File: src/rtl/board_io_port_if.sv
// CPU-side load/store bus for board_io_port.
// Single-cycle request, response registered one cycle later.
interface board_io_port_if;
  logic        req_valid;
  logic        req_ready;
  logic        req_we;
  logic [31:0] req_addr;
  logic [31:0] req_wdata;
  logic [3:0]  req_be;
  logic        rsp_valid;
  logic [31:0] rsp_rdata;
  logic        rsp_err;

  modport master (
    output req_valid, req_we, req_addr,
    output req_wdata, req_be,
    input  req_ready, rsp_valid,
    input  rsp_rdata, rsp_err
  );

  modport slave (
    input  req_valid, req_we, req_addr,
    input  req_wdata, req_be,
    output req_ready, rsp_valid,
    output rsp_rdata, rsp_err
  );
endinterface

File: src/rtl/board_io_port.sv
// Memory-mapped LED/switch port: LED, SW, EDGE (W1C) and ID registers.
// Define BOARD_IO_DEBOUNCE_EN to debounce switches with per-bit counters.
module board_io_port #(
  parameter logic [31:0] BASE_ADDR = 32'h0000_8000,
  parameter int          DB_CYCLES = 8
) (
  input  logic              clk,
  input  logic              rst_n,
  board_io_port_if.slave    bus,
  input  logic [15:0]       boardSwitches,
  output logic [15:0]       boardLEDs
);

  localparam logic [31:0] ID_VAL = 32'h4249_4F31;

  if (DB_CYCLES < 2 || DB_CYCLES > 255) begin : g_bad
    $error("DB_CYCLES out of range");
  end

  logic        ready_q;
  logic        vld_q;
  logic [31:0] rdata_q;
  logic        err_q;
  logic [15:0] led_q;
  logic [15:0] sync1_q;
  logic [15:0] sync2_q;
  logic [15:0] sw_q;
  logic [15:0] sw_nxt;
  logic [15:0] edge_q;
  logic [15:0] rise;
  logic [15:0] clr;
  logic [15:0] bmask;
  logic [31:0] off;
  logic [31:0] rd;
  logic        xfer;
  logic        err;
  logic        wr;
  logic        sel_led;
  logic        sel_sw;
  logic        sel_edge;
  logic        unused;

  assign off      = bus.req_addr - BASE_ADDR;
  assign xfer     = bus.req_valid & ready_q;
  assign err      = (off[31:4] != '0)
                  | (bus.req_addr[1:0] != 2'b00);
  assign wr       = xfer & bus.req_we & ~err;
  assign sel_led  = off[3:2] == 2'd0;
  assign sel_sw   = off[3:2] == 2'd1;
  assign sel_edge = off[3:2] == 2'd2;
  assign bmask    = {{8{bus.req_be[1]}},
                     {8{bus.req_be[0]}}};
  assign unused   = ^{bus.req_wdata[31:16],
                      bus.req_be[3:2], off[1:0]};

  assign bus.req_ready = ready_q;
  assign bus.rsp_valid = vld_q;
  assign bus.rsp_rdata = rdata_q;
  assign bus.rsp_err   = err_q;
  assign boardLEDs     = led_q;

`ifdef BOARD_IO_DEBOUNCE_EN
  logic [7:0] cnt_q   [16];
  logic [7:0] cnt_nxt [16];

  // Counter runs only while the synchronized bit disagrees with SW.
  always_comb begin
    sw_nxt = sw_q;
    for (int i = 0; i < 16; i++) begin
      cnt_nxt[i] = 8'd0;
      if (sync2_q[i] != sw_q[i]) begin
        if (cnt_q[i] == 8'(DB_CYCLES - 1))
          sw_nxt[i] = sync2_q[i];
        else
          cnt_nxt[i] = cnt_q[i] + 8'd1;
      end
    end
  end

  always_ff @(posedge clk or negedge rst_n) begin
    if (!rst_n) begin
      for (int i = 0; i < 16; i++)
        cnt_q[i] <= 8'd0;
    end else begin
      for (int i = 0; i < 16; i++)
        cnt_q[i] <= cnt_nxt[i];
    end
  end
`else
  assign sw_nxt = sync2_q;
`endif

  assign rise = sw_nxt & ~sw_q;
  assign clr  = (wr && sel_edge)
              ? (bus.req_wdata[15:0] & bmask)
              : 16'h0;

  always_comb begin
    rd = ID_VAL;
    unique case (1'b1)
      sel_led:  rd = {16'h0, led_q};
      sel_sw:   rd = {16'h0, sw_q};
      sel_edge: rd = {16'h0, edge_q};
      default:  rd = ID_VAL;
    endcase
  end

  always_ff @(posedge clk or negedge rst_n) begin
    if (!rst_n) begin
      ready_q <= 1'b0;
      vld_q   <= 1'b0;
      rdata_q <= '0;
      err_q   <= 1'b0;
      led_q   <= '0;
      sync1_q <= '0;
      sync2_q <= '0;
      sw_q    <= '0;
      edge_q  <= '0;
    end else begin
      ready_q <= 1'b1;
      vld_q   <= xfer;
      err_q   <= xfer & err;
      rdata_q <= (xfer && !bus.req_we && !err)
               ? rd : 32'h0;
      if (wr && sel_led) begin
        if (bus.req_be[0])
          led_q[7:0] <= bus.req_wdata[7:0];
        if (bus.req_be[1])
          led_q[15:8] <= bus.req_wdata[15:8];
      end
      sync1_q <= boardSwitches;
      sync2_q <= sync1_q;
      sw_q    <= sw_nxt;
      // A rise in the same cycle as a clear wins.
      edge_q  <= (edge_q & ~clr) | rise;
    end
  end

endmodule

File: src/flat_wrapper.sv
// flat-port wrapper written by rule: the top's interface ports become plain ports
module board_io_port_flat 
#(
  parameter logic [31:0] BASE_ADDR = 32'h0000_8000,
  parameter int          DB_CYCLES = 8
)
  (clk, rst_n, boardSwitches, boardLEDs, bus_req_valid, bus_req_we, bus_req_addr, bus_req_wdata, bus_req_be, bus_req_ready, bus_rsp_valid, bus_rsp_rdata, bus_rsp_err);
  board_io_port_if bus_i ();
  input  logic clk;
  input  logic rst_n;
  input  logic [15:0] boardSwitches;
  output logic [15:0] boardLEDs;
  input wire logic [$bits(bus_i.req_valid)-1:0] bus_req_valid;
  input wire logic [$bits(bus_i.req_we)-1:0] bus_req_we;
  input wire logic [$bits(bus_i.req_addr)-1:0] bus_req_addr;
  input wire logic [$bits(bus_i.req_wdata)-1:0] bus_req_wdata;
  input wire logic [$bits(bus_i.req_be)-1:0] bus_req_be;
  output wire logic [$bits(bus_i.req_ready)-1:0] bus_req_ready;
  output wire logic [$bits(bus_i.rsp_valid)-1:0] bus_rsp_valid;
  output wire logic [$bits(bus_i.rsp_rdata)-1:0] bus_rsp_rdata;
  output wire logic [$bits(bus_i.rsp_err)-1:0] bus_rsp_err;
  assign bus_i.req_valid = bus_req_valid;
  assign bus_i.req_we = bus_req_we;
  assign bus_i.req_addr = bus_req_addr;
  assign bus_i.req_wdata = bus_req_wdata;
  assign bus_i.req_be = bus_req_be;
  assign bus_req_ready = bus_i.req_ready;
  assign bus_rsp_valid = bus_i.rsp_valid;
  assign bus_rsp_rdata = bus_i.rsp_rdata;
  assign bus_rsp_err = bus_i.rsp_err;
  board_io_port #(.BASE_ADDR(BASE_ADDR), .DB_CYCLES(DB_CYCLES)) u_core (.clk(clk), .rst_n(rst_n), .bus(bus_i), .boardSwitches(boardSwitches), .boardLEDs(boardLEDs));
endmodule
File: config.mk
export PLATFORM = sky130hd
export DESIGN_NAME = board_io_port_flat
export DESIGN_NICKNAME = d
export VERILOG_FILES = /design/src/rtl/board_io_port_if.sv /design/src/rtl/board_io_port.sv /design/src/flat_wrapper.sv
export SDC_FILE = /design/constraint.sdc
export NUM_CORES = 1
export LEC_CHECK = 0
export CORE_MARGIN = 4
export CORE_UTILIZATION = 45
export DETAILED_ROUTE_END_ITERATION = 8
export GPL_TIMING_DRIVEN = 0
export PLACE_DENSITY = 0.79
export SYNTH_ARGS = -nofsm -noshare
export SYNTH_HDL_FRONTEND = slang
export SYNTH_SLANG_ARGS = --single-unit
File: constraint.sdc
create_clock -name clk -period 4.9 [get_ports clk]
set_input_delay 0.49 -clock clk [delete_from_list [all_inputs] [get_ports clk]]
set_output_delay 0.49 -clock clk [all_outputs]
set_load 0.01 [all_outputs]
==> Implementation_results.wiki, run 1 <==
{| class="wikitable"
! Metric !! Value
|-
| Result of the run || completed
|-
| Clock tree root buffer cell || clkbuf_8
|-
| Final Setup Violations || 0
|-
| Sequence of cells on the critical path || clkdlybuf4s50_1 -> inv_1 -> ha_1 -> nor2b_1 -> nand2_2 -> o41ai_4 -> nand4_1 -> nor4b_2 -> buf_2 -> o221a_2
|-
| Most frequently used flop master after synthesis || dfrtp_1
|-
| Layout filler cell count || 690
|-
| CTS Buf Count || 9
|-
| Iteration count of the initial detailed-routing pass || 4
|-
| Final antenna-violating net count || 0
|-
| Kind of launch point of the worst setup path || primary input
|-
| Overall overflow remaining after global route || 0
|-
| Initial antenna violation count || 0
|-
| Number of top-level design ports || 139
|-
| Routed len/inst || 16.9 um
|-
| Net switching component of the power || 0.352 mW
|-
| Count of state elements after synthesis || 100
|-
| Count of input and output buffers || 108
|-
| Required time at the worst-slack endpoint || 5.19 ns
|-
| CTS tree || done
|-
| Fmax achieved || 303 MHz
|-
| Switching part of the total power || 22.5%
|-
| Core Region || 8760 sq um
|-
| Critical Path Max Stage Delay || 0.74 ns
|-
| Die Ht || 103 um
|-
| Most area-hungry cell type in the Yosys netlist || dfrtp_1
|-
| Category of the most critical setup path || in -> reg
|-
| Number of gates resized after cts || 0
|-
| Horiz. Die Dim || 103 um
|-
| Worst endpoint data arrival time || 3.59 ns
|-
| Violation count after the first detailed-routing iteration || 72
|-
| Depth of the most critical reg-to-reg path || 5
|-
| Via count || 2722
|-
| Buffer count from post-CTS setup fixing || 0
|-
| Unrepaired setup endpoints after global routing || false
|-
| Global-route wire length before repair || 14300 um
|-
| Count of mapped cells out of synthesis || 292
|-
| Routed vias/inst || 5.10
|-
| Number of clock sinks || 100
|-
| Synth Area per Inst || 14.0 sq um
|-
| Headroom to the max-slew limit || 34.9%
|-
| Fin crit share || 67.4%
|-
| Number of buffers between clock root and the deepest sink || 2
|-
| Share of final-layout standard cells stronger than drive strength 1 || 18.1%
|-
| Pin count of the biggest net entering global routing || 53
|-
| Min-Delay Path Class || in -> async
|-
| Number of max-slew violations in the final report || 0
|-
| Cell leakage power || 2.38 nW
|-
| Post-Place Cell Area || 5360 sq um
|-
| Number of global-route vias before repair || 2854
|-
| Master of the slowest instance on the critical path || nor4b_2
|-
| Power per standard cell area || 281 nW/um^2
|-
| Detailed placer's ending HPWL || 6560 um
|-
| Design Area, Final || 5570 sq um
|-
| Clock slew at reported path FFs || 0.10 ns
|-
| Post-synthesis to final-layout area growth || 36.6%
|-
| Relative contribution of combinational cells to total power || 9.1%
|-
| Number of antenna repair diodes || 0
|-
| Aggregate negative setup slack || 0 ns
|-
| Total GRT Usage || 17.6%
|-
| Fraction of post-synthesis cell area in the top cell type by area || 61.3%
|-
| Peak supply drop || 0.000149 V
|-
| Final min period || 3.30 ns
|-
| Total instance count after detailed placement || 519
|-
| Ranking of synthesized cells by area || dfrtp_1, mux2_4, a221o_1, buf_4, nor2b_1
|-
| Async set or reset register ratio after synthesis || 100%
|-
| Number of nets in the layout || 511
|-
| Placer Congestion || 0.814
|-
| Clock network latency to the later pin of the worst-skew pair || 0.36 ns
|-
| Kind of end point of the critical path || register
|-
| Share of the yosys chip area belonging to registers || 61.3%
|-
| Final wirelength || 9020 um
|-
| Total number of yosys warnings || 0
|-
| Highest fanout seen on the critical path || 10
|-
| Cell-internal power || 1.21 mW
|-
| Initial core utilization || 46.6%
|-
| Clock power share || 36.3%
|-
| Final hold violations || 0
|-
| Worst slew pin tran || 0.969 ns
|-
| Count of flip-flops with a built-in enable after synthesis || 0
|-
| Seq pwr share || 54.6%
|-
| Number of levels in the clock H-tree || 3
|-
| Worst-case clock skew || 0.0169 ns
|-
| Post-CTS Hold Fix Bufs || 0
|-
| Unique cell type count in the Yosys netlist || 42
|-
| Non-filler cells in the finished layout || 534
|-
| Combined area of all synthesized cells || 4080 sq um
|-
| Number of placement rows || 34
|-
| DRC errors left || 0
|-
| Area of the die || 10700 sq um
|-
| Count of max-cap constraint violations || 0
|}
-- cells by family (layout without fill, tap and decap cells) --
kind of cell | count (synthesis) | count (layout) | share of synthesized area [%]
buffers and inverters | 43 | 167 | 5.43
and+or+nand+nor | 73 | 73 | 13.2
muxes | 33 | 33 | 10.3
other | 2 | 12 | 0.184
xor gates and xnor gates | 1 | 1 | 0.215
AOI/OAI and AO/OA | 39 | 39 | 9.02
adders and majority gates | 1 | 1 | 0.307
DFF | 100 | 100 | 61.3
-- Yosys cell counts (2+ instances only) --
library cell and number:
o21a_1 2, nor3_1 2, mux2_1 2, or4_1 2, nor4_4 4, inv_1 19, conb_1 2, clkbuf_1 5
nand3b_1 2, mux2_4 16, nor4b_2 3, mux2_2 7, o22ai_1 7, dfrtp_1 100, a221o_1 16, and2_1 7
mux2i_1 8, nor4_1 7, nand3_1 4, nand4b_1 2, o221a_2 8, buf_4 15, nand4_1 3, nand2_1 3
o21ai_0 2, nor2b_1 17, nand2b_1 3, nor2_1 7, nor3_2 2, buf_2 3
-- layout by cell type (no fill, tap or decap), types with 3 or more instances in the layout --
cell type	Yosys	final
clkdlybuf4s50_1	0	107
dfrtp_1	100	100
inv_1	19	19
nor2b_1	17	17
a221o_1	16	16
mux2_4	16	16
buf_4	15	16
conb_1	2	12
clkbuf_8	0	9
mux2i_1	8	8
o221a_2	8	8
nor2_1	7	7
nor4_1	7	7
o22ai_1	7	7
and2_1	7	7
mux2_2	7	7
clkbuf_1	5	6
nand3_1	4	4
nor4_4	4	4
nand2_1	3	3
nand2b_1	3	3
nand4_1	3	3
nor4b_2	3	3
buf_2	3	3
-- power groups by stage --
stage	Clock (mW)	Sequential (mW)	Combinational [mW]
5_1_grt	0.615	0.857	0.156
3_5_place_dp	0	0.870	0.143
6_report	0.567	0.854	0.143
4_1_cts	0.581	0.854	0.144
2_1_floorplan	0	0.869	0.0474
3_3_place_gp	0	0.870	0.137
-- worst max-delay path, delay by kind of cell --
kind,cells,cell delay [ns]
and+or+nand+nor,4,1.47
AOI/OAI and AO/OA,2,0.52
buffers and inverters,3,0.95
adders and majority gates,1,0.16
-- layer usage --
| layer | wire [um] | vias to the layer above | GRT usage [%] |
|---|---|---|---|
| li1 | - | 1282 | - |
| met1 | 3820 | 1338 | 22.3 |
| met2 | 4590 | 86 | 30.1 |
| met3 | 467 | 16 | 4.83 |
| met4 | 135 | 0 | 4.38 |
| met5 | 0 | - | 0 |
-- metrics by stage --
stage          setup slack [ns]  hold WS [ns]  util [%]  power, mW
2_1_floorplan              2.24         0.194         -      0.916
3_3_place_gp             -0.163         0.332      60.9       1.01
3_5_place_dp               1.21         0.335      61.2       1.01
4_1_cts                    1.60         0.167      63.6       1.58
5_1_grt                    1.42         0.191      63.6       1.63
6_report                   1.60         0.155      63.6       1.56
-- layout make-up --
type / count / area (sq um) / area share (%)
timing repair buffer: 109 / 1110 / 19.8
buffer: 24 / 150 / 2.69
sequential: 100 / 2500 / 44.9
clock buffer: 10 / 128 / 2.29
inverter: 19 / 71.3 / 1.28
tap: 108 / 135 / 2.42
clock inverter: 5 / 86.3 / 1.55
multi-input combinational: 159 / 1390 / 25.0
-- worst paths after layout --
check                                      from                      end  slack [ns]
setup / recovery               bus_req_addr[15]  u_core.bus.rsp_rdata[0]        1.60
hold reg to reg               u_core.sync1_q[5]         u_core.sw_nxt[5]        0.35
hold / removal                            rst_n  u_core.bus.rsp_rdata[3]        0.15
setup reg to reg           u_core.bus.req_ready     u_core.boardLEDs[15]        2.58
max in group asynchronous                 rst_n         u_core.edge_q[0]        4.06
min in group clk              u_core.sync1_q[5]         u_core.sw_nxt[5]        0.35
-- state kept, by name (all words and copies together), names as in the netlist --
name	cells
u_core.sw_nxt	16
u_core.sync1_q	16
u_core.sw_q	16
u_core.bus.rsp_rdata	17
u_core.bus.rsp_err	1
u_core.bus.rsp_valid	1
u_core.bus.req_ready	1
u_core.edge_q	16
u_core.boardLEDs	16
(Power assumes the default switching activity.)
==> run 2: changes to the inputs <==
CORE_UTILIZATION = 41   (was 45)
PLACE_DENSITY = 0.76   (was 0.79)
clock period = 2.75 ns   (was 4.9 ns; I/O delays follow)
==> run 2 against run 1 <==
  * Register-to-register slack worse by 2.0 ns
  * Die area increased by 9.0%
  * Non-clock buffer count up 8
  * Cell count rose by 6.2%
  * Sequential share of layout area fell by 1.3 points
  * First-iteration DRC count increased by 43%
  * Critical path depth shrank 2
  * Clock-buffer cell count unchanged
  * Utilization shrank 4.6 points
  * Global-route usage decreased by 1.4 points
  * Sequential cell count is the same
  * Critical path type unchanged
  * Critical endpoint is now u_core.edge_q[12]
==> Implementation_results.wiki, run 2 (synthesized netlist as in run 1, its figures left out) <==
{| class="wikitable"
! Metric !! Value
|-
| Kind of end point of the critical path || register (unchanged)
|-
| Pin count of the biggest net entering global routing || 53 (unchanged)
|-
| Global-route wire length before repair || 14600 um (was 14300 um)
|-
| Final hold violations || 0 (unchanged)
|-
| Bufs and invs on worst path || 2 (was 3)
|-
| Result of the run || completed (unchanged)
|-
| Worst slew pin tran || 0.774 ns (was 0.969 ns)
|-
| Unrepaired setup endpoints after global routing || false (unchanged)
|-
| Fmax achieved || 380 MHz
|-
| Relative contribution of combinational cells to total power || 9.2% (was 9.1%)
|-
| Iteration count of the initial detailed-routing pass || 4 (unchanged)
|-
| Number of nets in the layout || 519 (was 511)
|-
| Count of input and output buffers || 108 (unchanged)
|-
| Post-synthesis to final-layout area growth || 40.7% (was 36.6%)
|-
| Detailed placer's ending HPWL || 6590 um (was 6560 um)
|-
| Violation count after the first detailed-routing iteration || 103 (was 72)
|-
| Design Area, Final || 5740 sq um (was 5570 sq um)
|-
| Aggregate negative setup slack || 0 ns (unchanged)
|-
| Top Family by Delay on Critical Path || simple AND/OR/NAND/NOR gates (unchanged)
|-
| Number of max-slew violations in the final report || 0 (unchanged)
|-
| Flip-flop count of the largest register, all copies and words added || 17 (unchanged)
|-
| Worst-case clock skew || 0.0133 ns (was 0.0169 ns)
|-
| Total GRT Usage || 16.3% (was 17.6%)
|-
| Routed len/inst || 15.8 um (was 16.9 um)
|-
| Number of top-level design ports || 139 (unchanged)
|-
| Clock slew at reported path FFs || 0.10 ns (about the same)
|-
| Master of the slowest instance on the critical path || or4_1 (was nor4b_2)
|-
| Initial core utilization || 41.9% (was 46.6%)
|-
| Commonest non-fill, non-tap cells in the layout || clkdlybuf4s50_1, dfrtp_1, buf_4 (was clkdlybuf4s50_1, dfrtp_1, inv_1)
|-
| Seq pwr share || 54.3% (was 54.6%)
|-
| Routed vias/inst || 4.90 (was 5.10)
|-
| Power per standard cell area || 488 nW/um^2 (was 281 nW/um^2)
|-
| Final min period || 2.63 ns
|-
| Clock network latency to the later pin of the worst-skew pair || 0.35 ns (was 0.36 ns)
|-
| CTS Buf Count || 9 (unchanged)
|-
| Number of clock sinks || 100 (unchanged)
|-
| Final wirelength || 8980 um (was 9020 um)
|-
| DRC errors left || 0 (unchanged)
|-
| Clock tree root buffer cell || clkbuf_8 (unchanged)
|-
| Commonest non-fill, non-tap cell in the layout || clkdlybuf4s50_1 (unchanged)
|-
| Number of antenna repair diodes || 0 (unchanged)
|-
| Category of the most critical setup path || in -> reg (unchanged)
|-
| Area of the die || 11600 sq um (was 10700 sq um)
|-
| Final antenna-violating net count || 0 (unchanged)
|-
| CTS tree || done (unchanged)
|-
| Peak supply drop || 0.000263 V (was 0.000149 V)
|-
| Core Region || 9730 sq um (was 8760 sq um)
|-
| Horiz. Die Dim || 108 um (was 103 um)
|-
| Worst endpoint data arrival time || 2.87 ns (was 3.59 ns)
|-
| Clock power share || 36.4% (was 36.3%)
|-
| Share of final-layout standard cells stronger than drive strength 1 || 20.3% (was 18.1%)
|-
| Overall overflow remaining after global route || 0 (unchanged)
|-
| Critical Path Max Stage Delay || 0.54 ns (was 0.74 ns)
|-
| Fin crit share || 95.8%
|-
| Cell leakage power || 2.48 nW (was 2.38 nW)
|-
| Initial antenna violation count || 0 (unchanged)
|-
| Number of placement rows || 36 (was 34)
|-
| Cell-internal power || 2.18 mW (was 1.21 mW)
|-
| Switching part of the total power || 22.1% (was 22.5%)
|-
| Headroom to the max-slew limit || 48.4% (was 34.9%)
|-
| Required time at the worst-slack endpoint || 2.98 ns (was 5.19 ns)
|-
| Kind of launch point of the worst setup path || primary input (unchanged)
|-
| Count of max-cap constraint violations || 0 (unchanged)
|-
| Reg2reg setup slack || 0.61 ns (was 2.58 ns)
|-
| Highest fanout seen on the critical path || 8 (was 10)
|-
| Final Setup Violations || 0 (unchanged)
|-
| Placer Congestion || 0.761 (was 0.814)
|-
| Min-Delay Path Class || in -> reg (was in -> async)
|-
| Number of levels in the clock H-tree || 3 (unchanged)
|-
| Net switching component of the power || 0.618 mW (was 0.352 mW)
|-
| Sequence of cells on the critical path || clkdlybuf4s50_1 -> nor4_4 -> nand2_2 -> nor4b_2 -> nor3_2 -> or4_1 -> buf_2 -> a221o_1 (was clkdlybuf4s50_1 -> inv_1 -> ha_1 -> nor2b_1 -> nand2_2 -> o41ai_4 -> nand4_1 -> nor4b_2 -> buf_2 -> o221a_2)
|-
| Post-Place Cell Area || 5390 sq um (was 5360 sq um)
|-
| Layout filler cell count || 802 (was 690)
|-
| Number of global-route vias before repair || 2992 (was 2854)
|-
| Via count || 2781 (was 2722)
|-
| Die Ht || 108 um (was 103 um)
|-
| Number of buffers between clock root and the deepest sink || 2 (unchanged)
|}
## run 2: cell types whose count changed in the layout (fill, tap and decap cells not counted), moves of 2 or more
cell / change
buf_12: +2
buf_4: +6
clkdlybuf4s50_1: -3
dlymetal6s2s_1: +3
## run 2: timing repair
item	4_1_cts	5_1_grt
setup buffers	6	1
setup endpoints to repair	42	16
pin swaps	6	4
gates resized for setup	3	7
hold endpoints to repair	48	0
hold buffers	1	0
## run 2: metal layers
metal / wire length (um) / GRT usage [%] / part of all wire [%]
met4: 195 / 6.49 / 2.2
met2: 4540 / 27.3 / 51
met1: 3860 / 20.7 / 43
met5: 0 / 0 / 0
met3: 385 / 3.12 / 4.3
## run 2: cell type report
type | instances | area [sq um] | area share (%)
Buffer | 24 | 153 | 2.66
Multi-Input combinational cell | 159 | 1420 | 24.8
Inverter | 19 | 71.3 | 1.24
Sequential cell | 100 | 2500 | 43.6
Clock inverter | 5 | 85.1 | 1.48
Tap cell | 133 | 166 | 2.90
Timing Repair Buffer | 117 | 1200 | 20.9
Clock buffer | 10 | 138 | 2.40
## run 2: power by group through the flow
stage | clock network, mW | registers [mW] | logic (mW)
finish | 1.02 | 1.52 | 0.258
global route | 1.12 | 1.53 | 0.284
CTS | 1.05 | 1.52 | 0.259
detailed placement | 0 | 1.55 | 0.255
global placement | 0 | 1.55 | 0.246
floorplan | 0 | 1.55 | 0.0845
## run 2: through the flow
step | hold slack (ns) | worst slack, ns | utilization, % | total power, mW | cells
2_1_floorplan | -0.0206 | 0.302 | - | 1.63 | 302
3_3_place_gp | 0.332 | -2.13 | 55.1 | 1.80 | 543
3_5_place_dp | 0.335 | -0.717 | 55.4 | 1.81 | 544
4_1_cts | 0.330 | 0.0641 | 58.7 | 2.83 | 566
5_1_grt | 0.321 | 0.0130 | 59.0 | 2.93 | 567
6_report | 0.348 | 0.116 | 59.0 | 2.80 | 567
## run 2: final timing paths
check	start	endpoint	depth (start not counted)
hold reg to reg	u_core.sync1_q[7]	u_core.sw_nxt[7]	0
setup reg to reg	u_core.bus.req_ready	u_core.edge_q[12]	6
max in group asynchronous	rst_n	u_core.bus.rsp_rdata[4]	3
min in group asynchronous	rst_n	u_core.edge_q[14]	2
hold / removal	boardSwitches[6]	u_core.sync1_q[6]	1
setup / recovery	bus_req_addr[23]	u_core.edge_q[12]	8
